### src/rtl/bnn_host_ctrl.sv
// Host-side sequencer for a BNN accelerator: streams one image into activation
// memory, kicks inference, reads back the class scores and reports the argmax.
module bnn_host_ctrl #(
  parameter int unsigned NUM_PIX  = 784,
  parameter int unsigned NUM_OUT  = 10,
  parameter int unsigned OUT_BASE = 0
) (
  input  logic        clk,
  input  logic        rst_n,
  input  logic        pix_valid,
  input  logic [7:0]  pix_data,
  output logic        pix_ready,
  output logic        bnn_enb_wr,
  output logic [7:0]  bnn_wr_data,
  output logic [10:0] bnn_addr_wr,
  output logic [10:0] bnn_addr_rd,
  output logic        bnn_start,
  input  logic        bnn_done,
  input  logic [7:0]  bnn_act_out,
  output logic        class_valid,
  input  logic        class_ready,
  output logic [3:0]  class_id,
  output logic [7:0]  class_score,
  output logic        busy
);

  typedef enum logic [2:0] {LOAD, START, WAIT, READ, RESULT} state_t;

  state_t      state, state_nx;
  logic [10:0] pix_cnt;
  logic [10:0] rd_cnt;
  logic [1:0]  st_cnt;
  logic [7:0]  best_score;
  logic [3:0]  best_id;
  logic        accept, last_pix, take_new;
  logic [3:0]  cur_idx;

  assign accept   = pix_valid && pix_ready;
  assign last_pix = (pix_cnt == 11'(NUM_PIX - 1));
  // Score arriving now belongs to the address issued one cycle earlier.
  assign take_new = (rd_cnt == 11'd1) || (bnn_act_out > best_score);
  assign cur_idx  = 4'(rd_cnt - 11'd1);

  always_ff @(posedge clk or negedge rst_n) begin
    if (!rst_n) state <= LOAD;
    else        state <= state_nx;
  end

  always_comb begin
    state_nx    = state;
    pix_ready   = 1'b0;
    bnn_start   = 1'b0;
    bnn_addr_rd = '0;
    class_valid = 1'b0;
    busy        = 1'b1;
    unique case (state)
      LOAD: begin
        pix_ready = rst_n;
        busy      = (pix_cnt != '0);
        if (pix_valid && last_pix) state_nx = START;
      end
      START: begin
        // First START cycle carries the final write; the pulse follows it.
        bnn_start = (st_cnt != 2'd0);
        if (st_cnt == 2'd2) state_nx = WAIT;
      end
      WAIT: begin
        if (bnn_done) state_nx = READ;
      end
      READ: begin
        if (rd_cnt < 11'(NUM_OUT)) bnn_addr_rd = 11'(OUT_BASE) + rd_cnt;
        if (rd_cnt == 11'(NUM_OUT)) state_nx = RESULT;
      end
      RESULT: begin
        class_valid = 1'b1;
        if (class_ready) state_nx = LOAD;
      end
      default: state_nx = LOAD;
    endcase
  end

  always_ff @(posedge clk or negedge rst_n) begin
    if (!rst_n) begin
      pix_cnt     <= '0;
      bnn_enb_wr  <= 1'b0;
      bnn_addr_wr <= '0;
      bnn_wr_data <= '0;
      st_cnt      <= '0;
      rd_cnt      <= '0;
      best_score  <= '0;
      best_id     <= '0;
      class_id    <= '0;
      class_score <= '0;
    end else begin
      bnn_enb_wr <= accept;
      if (accept) begin
        bnn_addr_wr <= pix_cnt;
        bnn_wr_data <= pix_data;
        pix_cnt     <= last_pix ? '0 : pix_cnt + 11'd1;
      end
      st_cnt <= (state == START) ? st_cnt + 2'd1 : '0;
      rd_cnt <= (state == READ) ? rd_cnt + 11'd1 : '0;
      if (state == READ && rd_cnt != '0 && take_new) begin
        best_score <= bnn_act_out;
        best_id    <= cur_idx;
      end
      // Last score is folded in directly so the result is ready on entering RESULT.
      if (state == READ && rd_cnt == 11'(NUM_OUT)) begin
        class_id    <= take_new ? cur_idx : best_id;
        class_score <= take_new ? bnn_act_out : best_score;
      end
    end
  end

endmodule

### config.mk
export PLATFORM = sky130hd
export DESIGN_NAME = bnn_host_ctrl
export DESIGN_NICKNAME = d
export VERILOG_FILES = /design/src/rtl/bnn_host_ctrl.sv
export SDC_FILE = /design/constraint.sdc
export NUM_CORES = 1
export LEC_CHECK = 0
export ABC_AREA = 1
export BUFFER_PORTS_ARGS = -buffer_cell sky130_fd_sc_hd__buf_2
export CAP_MARGIN = 30
export CORE_MARGIN = 3
export CORE_UTILIZATION = 56
export CTS_CLUSTER_SIZE = 12
export DETAILED_ROUTE_END_ITERATION = 6
export MAX_ROUTING_LAYER = met4
export PLACE_DENSITY = 0.83
export REMOVE_ABC_BUFFERS = 1
export SYNTH_ARGS = -nofsm -noshare
export SYNTH_HDL_FRONTEND = slang
export SYNTH_SLANG_ARGS = --single-unit
### constraint.sdc
create_clock -name clk -period 2 [get_ports clk]
set_clock_uncertainty 0.05 [all_clocks]
set_input_delay 0.3 -clock clk [delete_from_list [all_inputs] [get_ports clk]]
set_output_delay 0.3 -clock clk [all_outputs]
set_load 0.005 [all_outputs]
==> out/metrics.json <==
{
  "max-clock-path-buffers": {"value": 2},
  "reg2regPathDepth": {"value": 11},
  "netlist_instances": {"value": 462},
  "report.power.total": {"value": 5.49, "unit": "mW"},
  "timing.reg2reg.setup_slack": {"value": 0.17, "unit": "ns"},
  "detail_route.wl_per_cell": {"value": 13.3, "unit": "um"},
  "crit_arrival": {"value": 1.60, "unit": "ns"},
  "cp_class": {"value": "reg -> out"},
  "postSynth.topFlopCell": {"value": "dfrtp_1"},
  "layout.core_utilization": {"value": 0.690},
  "clock_tree_from_tritoncts": {"value": "built"},
  "synth.cell_area": {"value": 3730, "unit": "um^2"},
  "initial_core_util": {"value": 0.584},
  "dieHeight": {"value": 87.6, "unit": "um"},
  "cts_made_buffers": {"value": 9},
  "die_width": {"value": 87.6, "unit": "um"},
  "status": {"value": "completed"},
  "design_area": {"value": 4410, "unit": "um^2"},
  "timing.critical_path.max_delay_family": {"value": "simple AND/OR/NAND/NOR gates"},
  "antennaDiodeCount": {"value": 0},
  "grt-ovfl-total": {"value": 0},
  "grt_start_max_net_pins": {"value": 72},
  "worstMarginPinSlew": {"value": 0.867, "unit": "ns"},
  "grt_setup_unrepaired": {"value": "yes"},
  "worst_path_max_delay_cell": {"value": "dfrtp_1"},
  "vias": {"value": 3262},
  "wirelength": {"value": 8190, "unit": "um"},
  "drt_drc_violations_left": {"value": 0},
  "clkSinkCount": {"value": 71},
  "hold_violations": {"value": 0},
  "static-leakage-power": {"value": 2.26, "unit": "nW"},
  "proportion_of_synthesized_area_in_mux_cells": {"value": 0},
  "syn_avg_cell_area": {"value": 8.07, "unit": "um^2"},
  "post-synth-top-area-fraction": {"value": 0.477},
  "setup-violations-final": {"value": 0},
  "synth_compound_gate_area_share": {"value": 0.0779},
  "global_route.usage.total": {"value": 0.235},
  "yosys.area.top_type": {"value": "dfrtp_1"},
  "slew_violations": {"value": 0},
  "vdd_drop_max": {"value": 0.633, "unit": "mV"},
  "numPortBuffers": {"value": 60},
  "cp_max_fo": {"value": 5},
  "hp-start": {"value": "pix_data[7]"},
  "period_share": {"value": 0.977},
  "dr.pass1.iters": {"value": 5},
  "synth_top_family_by_area": {"value": "simple AND/OR/NAND/NOR gates"},
  "holdWs": {"value": 0.0979, "unit": "ns"},
  "worst_setup_path_end_kind": {"value": "output pin"},
  "grt_antenna_before_repair": {"value": 0},
  "min_delay_path_depth": {"value": 3},
  "placementRows": {"value": 29},
  "worstReg2RegStart": {"value": "best_score[7]"},
  "synth.distinct_cells": {"value": 28},
  "regToRegEndpoint": {"value": "best_score[0]"},
  "worst_setup_slack_post_dpl": {"value": 0.148, "unit": "ns"},
  "timing.setup.tns": {"value": 0, "unit": "ns"},
  "dp_cells": {"value": 597},
  "placed_area": {"value": 4110, "unit": "um^2"},
  "clk_pin_slew": {"value": 0.08, "unit": "ns"},
  "synthSimpleGateAreaFrac": {"value": 0.276},
  "tmin_final": {"value": 1.95, "unit": "ns"},
  "setup_ws": {"value": 0.0466, "unit": "ns"},
  "boundaryPins": {"value": 68},
  "synth-edff-count": {"value": 0},
  "required_worst_endpoint": {"value": 1.65, "unit": "ns"},
  "place_congestion": {"value": 0.892},
  "die_area": {"value": 7670, "unit": "um^2"},
  "max_cap_violations": {"value": 0},
  "clock_tree.htree_level_count": {"value": 3},
  "worst_hold_path.endpoint": {"value": "bnn_wr_data[7]"},
  "drt.antenna.violating_nets": {"value": 0},
  "net_count_of_the_finished_layout": {"value": 572},
  "floorplan_core_area": {"value": 6390, "unit": "um^2"},
  "synth.area.top_cells": {"value": "dfrtp_1 48%, nand2_1 13%, nand3_1 6.0%, inv_1 5.9%, ha_1 5.7%"},
  "first_pass_grt_wire_length": {"value": 13800, "unit": "um"},
  "synth-warning-count": {"value": 0},
  "async_reset_ff_frac": {"value": 1.00},
  "clock.fmax": {"value": 0.512, "unit": "GHz"},
  "worst-path-buf-inv": {"value": 1},
  "ys_seq_area_frac": {"value": 0.477},
  "min_path_type": {"value": "in -> reg"},
  "average_vias_per_placed_instance": {"value": 5.30},
  "maxSlewHeadroom": {"value": 0.422},
  "critical_path.startpoint_type": {"value": "flip-flop"},
  "area_overhead_of_the_layout_relative_to_synthesis": {"value": 18.2, "unit": "%"},
  "first_iter_violations": {"value": 207},
  "max_stage_delay": {"value": 0.43, "unit": "ns"},
  "p_per_area": {"value": 1250, "unit": "nW/um^2"},
  "first_global_vias": {"value": 3210},
  "clk_latency": {"value": 0.34, "unit": "ns"},
  "synth_xor_xnor_area_share": {"value": 0.0141},
  "critical_path.cell_chain": {"value": "nor2_1, nand3_1, nor2_2, o21ai_2, nor3_1, buf_2"},
  "drive_above_1_share": {"value": 0.219},
  "dpl.hpwl": {"value": 5640, "unit": "um"},
  "ys_ff_latch": {"value": 71},
  "final_cells": {"value": 616},
  "root_driver": {"value": "clkbuf_8"},
  "synth_adder_area_share": {"value": 0.0570}
}
-- cell usage after synthesis, drive strengths merged, types with 4 or more instances --
cell type	n
dfrtp	71
nand2	127
nor4	4
xor2	5
clkbuf	6
inv	61
nor2	34
ha	17
o21ai	32
nand3	45
nand4	7
nor3	18
a21oi	13
buf	15
-- what timing repair did --
action,4_1_cts,5_1_grt
hold buffers,0,0
buffers inserted,1,2
pin swaps,1,6
gates resized for setup,2,14
setup endpoints to repair,4,28
-- kinds of logic after synthesis --
| family | Yosys count |
|---|---|
| AO/OA/AOI/OAI | 47 |
| AND/OR/NAND/NOR | 238 |
| buffers and inverters | 82 |
| adder cells (fa/ha/maj) | 17 |
| XOR/XNOR | 6 |
| flip-flops | 71 |
| other | 1 |
-- layer usage --
metal / part of all wire / track usage
met5: 0 / -
met3: 0.057 / 0.0536
met4: 0.013 / 0.0795
met1: 0.43 / 0.298
met2: 0.50 / 0.373
-- power by group --
part           switching (mW)  internal, mW  total (mW)
Sequential              0.266          1.83        2.09
Combinational            1.30         0.831        2.13
Clock                   0.534         0.737        1.27
Total                    2.10          3.39        5.49
-- worst min-delay path, cell delays in order --
cell and delay, ns:
buf_2 0.07, nand2_1 0.04, nand2_1 0.04
-- cell type report --
type,instances,area [um^2]
multi-input cells,315,1640
flip-flops and latches,71,1780
inverters,61,229
well taps,77,96.3
clock buffers,11,141
clock inverters,5,81.3
fillers,529,1980
repair buffers,76,439
-- layout by cell type, fill, tap and decap left out, types with 2 or more instances in the layout --
cell type  instances
a21oi_1           13
buf_2             60
buf_4             12
buf_6              3
bufinv_16          2
clkbuf_8          10
conb_1             7
dfrtp_1           70
ha_1              17
inv_1             59
inv_2              2
nand2_1          125
nand3_1           45
nand4_1            7
nor2_1            31
nor2_2             3
nor3_1            13
nor3_2             4
nor4_1             4
o21ai_0           19
o21ai_2           13
xor2_1             5
-- registers in the layout (all words and copies together) (netlist names) --
signal       flops
pix_cnt         11
best_score       8
st_cnt           2
best_id          4
bnn_enb_wr       1
class_id         4
state            3
bnn_addr_wr     11
bnn_wr_data      8
rd_cnt          11
class_score      8
-- how the worst max path moves through the flow --
stage,startpoint,end,slack (ns),cells past startpoint
final,rd_cnt[7],bnn_addr_rd[0],0.05,6
after global routing,rd_cnt[7],bnn_addr_rd[2],-0.06,6
after CTS,rd_cnt[7],bnn_addr_rd[0],0.01,6
after detailed placement,bnn_act_out[1],best_id[2],0.15,14
after global placement,bnn_act_out[7],best_score[0],0.21,11
after floorplan,state[2],pix_cnt[5],-0.56,7
No activity file was read; power rests on OpenSTA's default activity.
